### src/rtl/cross_arbiter_pkg.sv
// Shared geofence types and helpers.
//   COORD_W / RES_W : default coordinate width and full-precision cross product width
//   point_t         : packed {x,y} point
//   rr_pick         : round-robin one-hot pick, shared with the inside tester
package cross_arbiter_pkg;
  localparam int COORD_W = 10;
  localparam int RES_W   = 2*COORD_W + 2;
  localparam int MAX_REQ = 8;

  typedef struct packed {
    logic [COORD_W-1:0] x;
    logic [COORD_W-1:0] y;
  } point_t;

  // Search n requesters starting at ptr+1 with wrap; return one-hot of the first valid.
  function automatic logic [MAX_REQ-1:0] rr_pick(input logic [MAX_REQ-1:0] vld,
                                                 input int n, input int ptr);
    logic [MAX_REQ-1:0] g;
    int idx;
    g = '0;
    for (int k = 1; k <= MAX_REQ; k++) begin
      idx = (ptr + k) % n;
      if (k <= n && g == '0 && vld[idx[2:0]]) g[idx[2:0]] = 1'b1;
    end
    return g;
  endfunction
endpackage

### src/rtl/cross_arbiter_if.sv
// Request/response bus of the shared cross-product engine.
//   req_*  : per-requester valid/ready and {x,y} payloads (requester i at slice i)
//   rsp_*  : tagged response with global stall via rsp_ready
//   busy   : engine holds in-flight data
// master = requester side, slave = engine side.
interface cross_arbiter_if #(
  parameter int NUM_REQ = 2,
  parameter int COORD_W = 10,
  parameter int ID_W    = 3
);
  logic [NUM_REQ-1:0]           req_valid;
  logic [NUM_REQ-1:0]           req_ready;
  logic [NUM_REQ*2*COORD_W-1:0] req_ref;
  logic [NUM_REQ*2*COORD_W-1:0] req_p1;
  logic [NUM_REQ*2*COORD_W-1:0] req_p2;
  logic                         rsp_valid;
  logic                         rsp_ready;
  logic [ID_W-1:0]              rsp_id;
  logic [2*COORD_W+1:0]         rsp_result;
  logic                         rsp_pos;
  logic                         rsp_zero;
  logic                         busy;

  modport master (
    output req_valid, req_ref, req_p1, req_p2, rsp_ready,
    input  req_ready, rsp_valid, rsp_id, rsp_result, rsp_pos, rsp_zero, busy
  );
  modport slave (
    input  req_valid, req_ref, req_p1, req_p2, rsp_ready,
    output req_ready, rsp_valid, rsp_id, rsp_result, rsp_pos, rsp_zero, busy
  );
endinterface

### src/rtl/cross_prod_pipe.sv
// Two-stage cross-product pipe: S1 registers the signed differences, S2 the
// multiply-subtract result with sign/zero flags. Everything advances on adv_i.
//   clk, reset        : clock, async active-high reset
//   adv_i             : pipe advance enable
//   vld_i, id_i       : incoming request valid and tag
//   ref_i, p1_i, p2_i : {x,y} points
//   rsp_*_o           : output registers; busy_o = any stage valid
module cross_prod_pipe #(
  parameter int COORD_W = 10,
  parameter int ID_W    = 3
) (
  input  logic                 clk,
  input  logic                 reset,
  input  logic                 adv_i,
  input  logic                 vld_i,
  input  logic [ID_W-1:0]      id_i,
  input  logic [2*COORD_W-1:0] ref_i,
  input  logic [2*COORD_W-1:0] p1_i,
  input  logic [2*COORD_W-1:0] p2_i,
  output logic                 rsp_valid_o,
  output logic [ID_W-1:0]      rsp_id_o,
  output logic [2*COORD_W+1:0] rsp_result_o,
  output logic                 rsp_pos_o,
  output logic                 rsp_zero_o,
  output logic                 busy_o
);
  localparam int DW = COORD_W + 1;
  localparam int RW = 2*COORD_W + 2;
  localparam int PW = 2*COORD_W;

  function automatic logic signed [DW-1:0] diff(input logic [COORD_W-1:0] a,
                                                input logic [COORD_W-1:0] b);
    return $signed({1'b0, a}) - $signed({1'b0, b});
  endfunction

  function automatic logic signed [RW-1:0] sx(input logic signed [DW-1:0] d);
    return {{(RW-DW){d[DW-1]}}, d};
  endfunction

  logic signed [DW-1:0] dx1_q, dy1_q, dx2_q, dy2_q;
  logic [ID_W-1:0]      id1_q, rsp_id_q;
  logic                 v1_q, rsp_valid_q, pos_q, zero_q;
  logic signed [RW-1:0] res_d, res_q;

  // |products| < 2^(2*COORD_W) and |difference| <= 2*(2^COORD_W-1)^2, so RW bits never overflow.
  assign res_d = sx(dx1_q) * sx(dy2_q) - sx(dx2_q) * sx(dy1_q);

  always_ff @(posedge clk or posedge reset) begin
    if (reset) begin
      v1_q  <= 1'b0;
      id1_q <= '0;
      dx1_q <= '0; dy1_q <= '0; dx2_q <= '0; dy2_q <= '0;
    end else if (adv_i) begin
      v1_q <= vld_i;
      if (vld_i) begin
        id1_q <= id_i;
        dx1_q <= diff(p1_i[PW-1 -: COORD_W], ref_i[PW-1 -: COORD_W]);
        dy1_q <= diff(p1_i[COORD_W-1:0],     ref_i[COORD_W-1:0]);
        dx2_q <= diff(p2_i[PW-1 -: COORD_W], ref_i[PW-1 -: COORD_W]);
        dy2_q <= diff(p2_i[COORD_W-1:0],     ref_i[COORD_W-1:0]);
      end
    end
  end

  always_ff @(posedge clk or posedge reset) begin
    if (reset) begin
      rsp_valid_q <= 1'b0;
      rsp_id_q    <= '0;
      res_q       <= '0;
      pos_q       <= 1'b0;
      zero_q      <= 1'b0;
    end else if (adv_i) begin
      rsp_valid_q <= v1_q;
      if (v1_q) begin
        rsp_id_q <= id1_q;
        res_q    <= res_d;
        pos_q    <= !res_d[RW-1] && (res_d != '0);
        zero_q   <= (res_d == '0);
      end
    end
  end

  assign rsp_valid_o  = rsp_valid_q;
  assign rsp_id_o     = rsp_id_q;
  assign rsp_result_o = res_q;
  assign rsp_pos_o    = pos_q;
  assign rsp_zero_o   = zero_q;
  assign busy_o       = v1_q | rsp_valid_q;
endmodule

### src/rtl/cross_arbiter.sv
// Round-robin arbiter in front of the shared cross-product pipe.
//   clk, reset : clock, async active-high reset
//   bus        : cross_arbiter_if slave (requests in, tagged responses out)
// A single global stall: when the output is held, nothing is granted and all stages hold.
module cross_arbiter
  import cross_arbiter_pkg::*;
#(
  parameter int NUM_REQ = 2,
  parameter int COORD_W = 10,
  parameter int ID_W    = 3
) (
  input  logic            clk,
  input  logic            reset,
  cross_arbiter_if.slave  bus
);
  localparam int PW = 2*COORD_W;

  logic [MAX_REQ-1:0] vld_pad, pick;
  logic [NUM_REQ-1:0] grant;
  logic [ID_W-1:0]    ptr_q, ptr_d, gidx;
  logic               adv, xfer;
  logic [PW-1:0]      ref_m, p1_m, p2_m;

  always_comb begin
    vld_pad = '0;
    vld_pad[NUM_REQ-1:0] = bus.req_valid;
  end

  // Grant depends only on valid and the pointer; gated off while stalled or in reset.
  assign pick  = rr_pick(vld_pad, NUM_REQ, int'(ptr_q));
  assign adv   = !bus.rsp_valid || bus.rsp_ready;
  assign grant = (adv && !reset) ? pick[NUM_REQ-1:0] : '0;
  assign xfer  = |grant;

  always_comb begin
    gidx = '0;
    for (int i = 0; i < NUM_REQ; i++)
      if (grant[i]) gidx = ID_W'(i);
  end

  assign ref_m = bus.req_ref[gidx*PW +: PW];
  assign p1_m  = bus.req_p1[gidx*PW +: PW];
  assign p2_m  = bus.req_p2[gidx*PW +: PW];

  assign ptr_d = xfer ? gidx : ptr_q;

  // Reset to the last index so requester 0 wins first.
  always_ff @(posedge clk or posedge reset) begin
    if (reset) ptr_q <= ID_W'(NUM_REQ-1);
    else       ptr_q <= ptr_d;
  end

  assign bus.req_ready = grant;

  cross_prod_pipe #(.COORD_W(COORD_W), .ID_W(ID_W)) u_pipe (
    .clk          (clk),
    .reset        (reset),
    .adv_i        (adv),
    .vld_i        (xfer),
    .id_i         (gidx),
    .ref_i        (ref_m),
    .p1_i         (p1_m),
    .p2_i         (p2_m),
    .rsp_valid_o  (bus.rsp_valid),
    .rsp_id_o     (bus.rsp_id),
    .rsp_result_o (bus.rsp_result),
    .rsp_pos_o    (bus.rsp_pos),
    .rsp_zero_o   (bus.rsp_zero),
    .busy_o       (bus.busy)
  );
endmodule

### src/flat_wrapper.sv
// flat-port wrapper written by rule: the top's interface ports become plain ports
module cross_arbiter_flat import cross_arbiter_pkg::*;
#(
  parameter int NUM_REQ = 2,
  parameter int COORD_W = 10,
  parameter int ID_W    = 3
)
  (clk, reset, bus_req_valid, bus_req_ref, bus_req_p1, bus_req_p2, bus_rsp_ready, bus_req_ready, bus_rsp_valid, bus_rsp_id, bus_rsp_result, bus_rsp_pos, bus_rsp_zero, bus_busy);
  cross_arbiter_if #(.NUM_REQ(NUM_REQ), .COORD_W(COORD_W), .ID_W(ID_W)) bus_i ();
  input  logic clk;
  input  logic reset;
  input wire logic [$bits(bus_i.req_valid)-1:0] bus_req_valid;
  input wire logic [$bits(bus_i.req_ref)-1:0] bus_req_ref;
  input wire logic [$bits(bus_i.req_p1)-1:0] bus_req_p1;
  input wire logic [$bits(bus_i.req_p2)-1:0] bus_req_p2;
  input wire logic [$bits(bus_i.rsp_ready)-1:0] bus_rsp_ready;
  output wire logic [$bits(bus_i.req_ready)-1:0] bus_req_ready;
  output wire logic [$bits(bus_i.rsp_valid)-1:0] bus_rsp_valid;
  output wire logic [$bits(bus_i.rsp_id)-1:0] bus_rsp_id;
  output wire logic [$bits(bus_i.rsp_result)-1:0] bus_rsp_result;
  output wire logic [$bits(bus_i.rsp_pos)-1:0] bus_rsp_pos;
  output wire logic [$bits(bus_i.rsp_zero)-1:0] bus_rsp_zero;
  output wire logic [$bits(bus_i.busy)-1:0] bus_busy;
  assign bus_i.req_valid = bus_req_valid;
  assign bus_i.req_ref = bus_req_ref;
  assign bus_i.req_p1 = bus_req_p1;
  assign bus_i.req_p2 = bus_req_p2;
  assign bus_i.rsp_ready = bus_rsp_ready;
  assign bus_req_ready = bus_i.req_ready;
  assign bus_rsp_valid = bus_i.rsp_valid;
  assign bus_rsp_id = bus_i.rsp_id;
  assign bus_rsp_result = bus_i.rsp_result;
  assign bus_rsp_pos = bus_i.rsp_pos;
  assign bus_rsp_zero = bus_i.rsp_zero;
  assign bus_busy = bus_i.busy;
  cross_arbiter #(.NUM_REQ(NUM_REQ), .COORD_W(COORD_W), .ID_W(ID_W)) u_core (.clk(clk), .reset(reset), .bus(bus_i));
endmodule
### config.mk
export PLATFORM = sky130hd
export DESIGN_NAME = cross_arbiter_flat
export DESIGN_NICKNAME = d
export VERILOG_FILES = /design/src/rtl/cross_arbiter_pkg.sv /design/src/rtl/cross_arbiter_if.sv /design/src/rtl/cross_prod_pipe.sv /design/src/rtl/cross_arbiter.sv /design/src/flat_wrapper.sv
export SDC_FILE = /design/constraint.sdc
export NUM_CORES = 1
export LEC_CHECK = 0
export CORE_ASPECT_RATIO = 1.5
export CORE_MARGIN = 3
export CORE_UTILIZATION = 54
export CTS_CLUSTER_SIZE = 40
export DETAILED_ROUTE_END_ITERATION = 10
export DONT_BUFFER_PORTS = 1
export PLACE_DENSITY = 0.79
export SYNTH_ARGS = -nofsm -noshare
export SYNTH_HDL_FRONTEND = slang
export SYNTH_SLANG_ARGS = --single-unit
### constraint.sdc
create_clock -name clk -period 10.7 [get_ports clk]
set_input_delay 1.07 -clock clk [delete_from_list [all_inputs] [get_ports clk]]
set_output_delay 1.07 -clock clk [all_outputs]
set_load 0.02 [all_outputs]
==> metrics.md, run 1 <==
| Metric | Value |
|---|---|
| Post-route ant nets | 0 |
| DRT Pass-1 Iters | 5 |
| Die area | 0.0295 sq mm |
| Clock root cell | clkbuf_16 |
| I/O pin total | 156 |
| Final Cycle Share | 67.6% |
| Worst min path class | flip-flop to flip-flop |
| DR DRC count | 0 |
| Max_cap viols | 0 |
| CP Class | flip-flop to flip-flop |
| Critical Path End Type | flip-flop |
| Area growth from synthesis to layout | 3.63% |
| Max FO, Critical Path | 12 |
| Seq/Total Area, Yosys | 12.3% |
| CTS tree | done |
| CTS sink count | 73 |
| Crit path to | u_core.u_pipe.rsp_zero_o |
| Slew Viols, Final | 0 |
| Critical Path Start | u_core.u_pipe.dx2_q[10] |
| Max-slew headroom | 40.9% |
| Synth async-reset ratio | 100% |
| Post-place setup slack | 3560 ps |
| Post-Syn Area | 0.0148 sq mm |
| Postcts setup bufs | 0 |
| CP required | 10,980 ps |
| Hold Vio Cnt, Final | 0 |
| First-pass GRT wire length | about 58,000 microns |
| Largest net degree at the start of global routing | 69 |
| Overflow after GRT | 0 |
| Clock latency on the worst-skew pair | 360 ps |
| Width of the die | ~140 microns |
| Core ar. | 0.0268 sq mm |
| Minimum clock period | 7230 ps |
| Pin slew with the least headroom to its limit | 887 ps |
| Reg2Reg Depth | 23 |
| RD Place Congestion | 0.971 |
| RR Endpoint | u_core.u_pipe.rsp_zero_o |
| CTS HTree Levels | 3 |
| Unrepaired setup endpoints after global routing | false |
| Clock slew at reported path FFs | 70 ps |
| Vias per cell | 5.56 |
| Placed Area | approximately 0.015 sq mm |
| Synth Register Bits | 73 |
| Status | completed |
| Setup TNS | 0 ps |
| PnR worst setup slack | 3470 ps |
| Avg WL per Cell | ~18 microns |
| Synth unique cells | 55 |
| R2r startpoint | u_core.u_pipe.dx2_q[10] |
| Setup violators final | 0 |
| Nets | between 2,000 and 2,500 |
| R2R setup slack | 3470 ps |
| Type of origin of the critical path | flip-flop |
| CTS Buffer Depth | 2 |
| Avg Cell Area, Syn | 9.27 sq um |
| ANT cells | 0 |
| Initial antenna violation count | 0 |
| Cts bufs inserted | 9 |
| Fmax achieved | roughly 140 MHz |
| Cell area after layout | 0.0154 sq mm |
| IO Port Bufs | 0 |
| CP arrival | 7510 ps |
| Share of cells above drive strength 1 | about 5% |
| All-Layer GR Usage | between 20% and 30% |
| Most common flop cell mapped by yosys | dfrtp_1 |
| Starting density of the core | roughly 55% |
| Cts hold-fix bufs | 0 |
| CTS resizes | 0 |
| Routed WL | 34,700 microns |
| Routed via count | 10,520 |
| Synth Warn # | 0 |
| Synth Instances | around 1,600 |
| Dpl hpwl | approximately 29,000 microns |
| Post-synth EDFFs | 0 |
| Die Y | 209 microns |
| Final clock skew | 15.5 ps |
| Starting DRT DRC Count | 567 |
| Vias in the first global route | 11,556 |
| Rows | 73 |
## final cells by class
class / count / area [sq um]
clock buffer: 10 / 239
clock inverter: 6 / 95.1
fill: 2266 / 11400
inverter: 357 / 1340
multi-input combinational: 1103 / 11400
sequential: 73 / 1830
tap: 337 / 422
timing repair buffer: 5 / 37.5
## critical path, cell delays in order, from the launching register on
cell       delay, ps
dfrtp_1          550
nand2_1          200
inv_1            110
fa_1             830
inv_1            160
fa_1             500
inv_1             50
fa_1             500
inv_1             60
fa_1             550
fa_1             440
fa_1             500
inv_1             50
fa_1             470
inv_1             50
ha_1             370
nand4_1          130
nand3_1          110
a21o_1           260
a2111oi_1        510
o21a_1           220
o221ai_1         120
nor4_2           210
a41o_1           210
## cells in the final DEF (no fill, tap or decap), types with 4 or more instances in the layout
master	n
nor3b_1	10
and2_1	145
buf_4	5
nor2b_1	18
nand4_1	5
nand2_1	144
clkbuf_16	9
nand2b_1	12
ha_1	122
dfrtp_1	72
xor2_1	12
o21a_1	18
nand4b_1	4
nor3_1	14
a21boi_0	11
xnor2_1	27
inv_1	356
o211ai_1	6
nor2_1	42
a31oi_1	4
mux2i_1	24
o31ai_1	21
o21ai_0	37
a211oi_1	4
a21o_1	11
a21oi_1	44
mux2_2	45
fa_1	269
nand3_1	11
o41ai_1	4
## per-stage QoR
stage	instances	hold WS, ps	utilization (%)
after floorplan	1602	446	-
after global placement	1875	482	56.2
after detailed placement	1875	486	56.2
after CTS	1891	501	57.5
after global routing	1891	540	57.5
final	1891	491	57.5
## sequential cells by signal, indices dropped and copies added (netlist names)
signal	count
u_core.u_pipe.dx1_q	11
u_core.u_pipe.rsp_pos_o	1
u_core.ptr_q	1
u_core.u_pipe.rsp_result_o	22
u_core.u_pipe.rsp_id_o	1
u_core.u_pipe.id1_q	1
u_core.u_pipe.dy1_q	11
u_core.u_pipe.rsp_valid_o	1
u_core.u_pipe.dy2_q	11
u_core.u_pipe.rsp_zero_o	1
u_core.u_pipe.dx2_q	11
u_core.u_pipe.v1_q	1
## synth_stat cells, drive strengths merged (6+ instances only)
cell	count	share of area, %
a21boi	11	0.56
a21o	11	0.56
a21oi	45	1.6
and2	145	6.1
clkbuf	66	1.7
dfrtp	72	12
fa	269	36
ha	122	10
inv	357	9.0
mux2	45	3.4
mux2i	24	1.6
nand2	144	3.6
nand2b	12	0.51
nand3	11	0.37
nor2	43	1.1
nor2b	18	0.76
nor3	14	0.47
nor3b	10	0.51
o211ai	6	0.30
o21a	18	0.91
o21ai	38	1.3
o31ai	21	1.1
xnor2	27	1.6
xor2	12	0.71
## metal layers
metal	up-vias	global-route usage, %	routed length, microns
met5	-	0	0
met4	0	7.86	1190
met3	75	2.01	1670
met2	374	45.6	18800
met1	5262	29.6	13000
li1	4809	-	-
## kinds of logic (layout without fill, tap and decap cells)
kind of cell	Yosys count	in the layout	synth area share [%]
compound gates	179	179	8.06
xor+xnor	40	40	2.45
buf+inv	426	378	10.8
mux	69	69	5.03
fa+ha+maj	391	391	46.6
flops	73	73	12.3
other cells	1	2	0.0253
simple gates	422	422	14.7
## worst min-delay path by stage
stage	cells after the start	start	slack (ps)	end
finish	1	u_core.u_pipe.id1_q[0]	490	u_core.u_pipe.id1_q[0]
global route	1	u_core.u_pipe.id1_q[0]	540	u_core.u_pipe.id1_q[0]
CTS	1	u_core.u_pipe.id1_q[0]	500	u_core.u_pipe.id1_q[0]
detailed placement	1	u_core.u_pipe.id1_q[0]	490	u_core.u_pipe.id1_q[0]
global placement	1	u_core.u_pipe.id1_q[0]	480	u_core.u_pipe.id1_q[0]
floorplan	1	u_core.u_pipe.id1_q[0]	450	u_core.u_pipe.id1_q[0]
Power of run 1 is not shown: default switching activity piles up to over one toggle a cycle in this logic, so the estimate is an artifact.
==> run 2, diff against run 1 <==
==> constraint.sdc (replaced) <==
create_clock -name clk -period 7 [get_ports clk]
set_input_delay 0.7 -clock clk [delete_from_list [all_inputs] [get_ports clk]]
set_output_delay 0.7 -clock clk [all_outputs]
set_load 0.02 [all_outputs]
==> run 2 against run 1 <==
Net effect: first-iteration DRC count down 7.8%; register-to-register slack worse by 3300 ps; clock skew hardly changed; count of clock-buffer cells in the layout down 1; maximum frequency grew 6.6%; routed wire length up 4.9%; critical path type unchanged; largest cell class unchanged; highest routed layer unchanged.
==> metrics.md, run 2 (same netlist as run 1, synthesis figures left out) <==
| Metric | Value |
|---|---|
| Max FO, Critical Path | 12 (unchanged) |
| CTS HTree Levels | 3 (unchanged) |
| RD Place Congestion | 0.945 (-2.6%) |
| CTS tree | done |
| Worst min path class | input port to async pin |
| Setup TNS | 0 ps (unchanged) |
| Most common cell after layout, fill and taps aside | inv_1 |
| CTS sink count | 73 (unchanged) |
| R2R setup slack | 210 ps (-3260 ps) |
| Crit-path cells | and2_1 -> fa_1 -> inv_1 -> fa_1 -> fa_1 -> fa_1 -> fa_1 -> fa_1 -> inv_1 -> fa_1 -> inv_1 -> ha_1 -> a21o_1 -> o21ai_2 -> a31o_4 -> or3_1 -> a2111oi_2 -> o2111ai_1 -> nor4_2 -> a41o_1 |
| Area growth from synthesis to layout | 5.32% |
| Fmax achieved | 147 MHz (+6.6%) |
| First-pass GRT wire length | 60,300 microns (+4.7%) |
| Avg WL per Cell | 18.9 microns (+3.1%) |
| Overflow after GRT | 0 (unchanged) |
| Area of the multi-input gates | 0.0115 sq mm (+0.35%) |
| Critical Path End Type | flip-flop |
| Max-slew headroom | 33.2% (-7.7 points) |
| Type of origin of the critical path | flip-flop |
| All-Layer GR Usage | 25.7% (+1.3 points) |
| Share of cells above drive strength 1 | 8.26% (+3.2 points) |
| CTS Buffer Depth | 2 (unchanged) |
| Slowest stage delay, CP | 600 ps (-230 ps) |
| Fillers | 2,274 (+0.35%) |
| Routed via count | 10,781 (+2.5%) |
| Met2 track demand over resource | 46.3% (+0.77 points) |
| ANT cells | 0 (unchanged) |
| Nets | 2,097 (+1.5%) |
| Setup violators final | 0 (unchanged) |
| Clock latency on the worst-skew pair | 360 ps (about the same) |
| Cts hold-fix bufs | 0 (unchanged) |
| Starting DRT DRC Count | 523 (-7.8%) |
| Starting density of the core | 55.4% (unchanged) |
| Grt peak-use layer | met2 |
| Cts bufs inserted | 9 (unchanged) |
| Cell area after layout | 0.0156 sq mm (+1.6%) |
| Minimum clock period | 6790 ps (-445 ps) |
| Hold_ws | 524 ps (+33.2 ps) |
| Core ar. | 0.0268 sq mm (unchanged) |
| RR Endpoint | u_core.u_pipe.rsp_zero_o |
| Placed Area | 0.0153 sq mm (+1.5%) |
| CP required | 7300 ps (-3680 ps) |
| Rows | 73 (unchanged) |
| Vias in the first global route | 11,953 (+3.4%) |
| Final clock skew | 15.6 ps (+0.0701 ps) |
| DRT Pass-1 Iters | 6 (+1) |
| Family with the most delay on the worst path | adder cells |
| Clock slew at reported path FFs | 70 ps (about the same) |
| Unrepaired setup endpoints after global routing | false |
| Cell mode on critical path | fa_1 |
| IO Port Bufs | 0 (unchanged) |
| CP arrival | 7080 ps (-430 ps) |
| Final Cycle Share | 96.9% (+29 points) |
| Die area | 0.0295 sq mm (unchanged) |
| Hold Vio Cnt, Final | 0 (unchanged) |
| Max_cap viols | 0 (unchanged) |
| Clock root cell | clkbuf_16 |
| Met3 GRT Util | 2.50% (+0.48 points) |
| Slew Viols, Final | 0 (unchanged) |
| Routed WL | 36,300 microns (+4.9%) |
| Register area | 0.00185 sq mm (+1.0%) |
| Max reg flops | 22 (unchanged) |
| Vias per cell | 5.61 (+0.78%) |
| Initial antenna violation count | 0 (unchanged) |
| CP max-delay cell | fa_1 |
| I/O pin total | 156 (unchanged) |
| Status | completed |
| DR DRC count | 0 (unchanged) |
| Die Y | 209 microns (unchanged) |
| CP Class | flip-flop to flip-flop |
| Post-place setup slack | 165 ps (-3400 ps) |
| Width of the die | 141 microns (unchanged) |
| M1 GR Usage | 31.0% (+1.4 points) |
| Largest net degree at the start of global routing | 74 (+7.2%) |
| Reg2Reg Depth | 20 (-13%) |
| Dpl hpwl | 30,800 microns (+6.2%) |
| Pin slew with the least headroom to its limit | 1000 ps (+115 ps) |
| R2r startpoint | u_core.u_pipe.dx2_q[7] |
| Post-route ant nets | 0 (unchanged) |
| PnR worst setup slack | 214 ps (-3260 ps) |
| Commonest non-fill, non-tap cells in the layout | inv_1 (356), fa_1 (268), and2_1 (145), nand2_1 (144), ha_1 (122) |
| Crit path buf inv count | 3 (-3) |
[run 2: changes by cell type in the layout (fill, tap and decap cells not counted), moves of 2 or more]
cell | previous run | this run
bufinv_16 | 2 | 0
dfrtp_2 | 0 | 15
dfrtp_1 | 72 | 57
clkinvlp_4 | 0 | 3
buf_4 | 5 | 37
[run 2: area by class of cell]
class | count | area share (%)
multi-input cells | 1103 | 73.3
flip-flops and latches | 73 | 11.8
inverters | 357 | 8.58
well taps | 337 | 2.70
repair buffers | 37 | 1.78
clock buffers | 9 | 1.44
clock inverters | 7 | 0.384
[run 2: worst max path at each step]
stage	slack [ps]	depth (start not counted)	start	to
6_report	210	20	u_core.u_pipe.dx2_q[7]	u_core.u_pipe.rsp_zero_o
5_1_grt	2	22	u_core.u_pipe.dy2_q[8]	u_core.u_pipe.rsp_zero_o
4_1_cts	110	21	u_core.u_pipe.dy2_q[2]	u_core.u_pipe.rsp_zero_o
3_5_place_dp	170	21	u_core.u_pipe.dy2_q[2]	u_core.u_pipe.rsp_zero_o
3_3_place_gp	270	21	u_core.u_pipe.dy2_q[2]	u_core.u_pipe.rsp_zero_o
2_1_floorplan	350	25	u_core.u_pipe.dy1_q[0]	u_core.u_pipe.rsp_zero_o
[run 2: routing by layer]
layer | up-vias | part of all wire [%] | routed length [microns]
met2 | 362 | 53 | 19100
met4 | 0 | 4.6 | 1670
met3 | 108 | 4.2 | 1540
met5 | - | 0 | 0
li1 | 4875 | - | -
met1 | 5436 | 39 | 14000
[run 2: metrics by stage]
stage / util [%] / std cells
after CTS: 58.1 / 1922
final: 58.4 / 1923
after detailed placement: 57.1 / 1906
after global routing: 58.4 / 1923
after floorplan: - / 1602
after global placement: 57.1 / 1906
[run 2: worst register-to-register path, cell delays in order (launching register included)]
cell       delay, ps
dfrtp_1          560
and2_1           260
fa_1             540
inv_1             60
fa_1             480
fa_1             600
fa_1             450
fa_1             460
fa_1             500
inv_1             60
fa_1             480
inv_1             40
ha_1             360
a21o_1           200
o21ai_2          100
a31o_4           230
or3_1            370
a2111oi_2        360
o2111ai_1        210
nor4_2           220
a41o_1           200
[run 2: what timing repair did]
action | CTS | global route
setup buffers | 0 | 1
resized for setup | 0 | 22
setup endpoints to repair | 0 | 2
Power of run 2 is left out for the same reason.
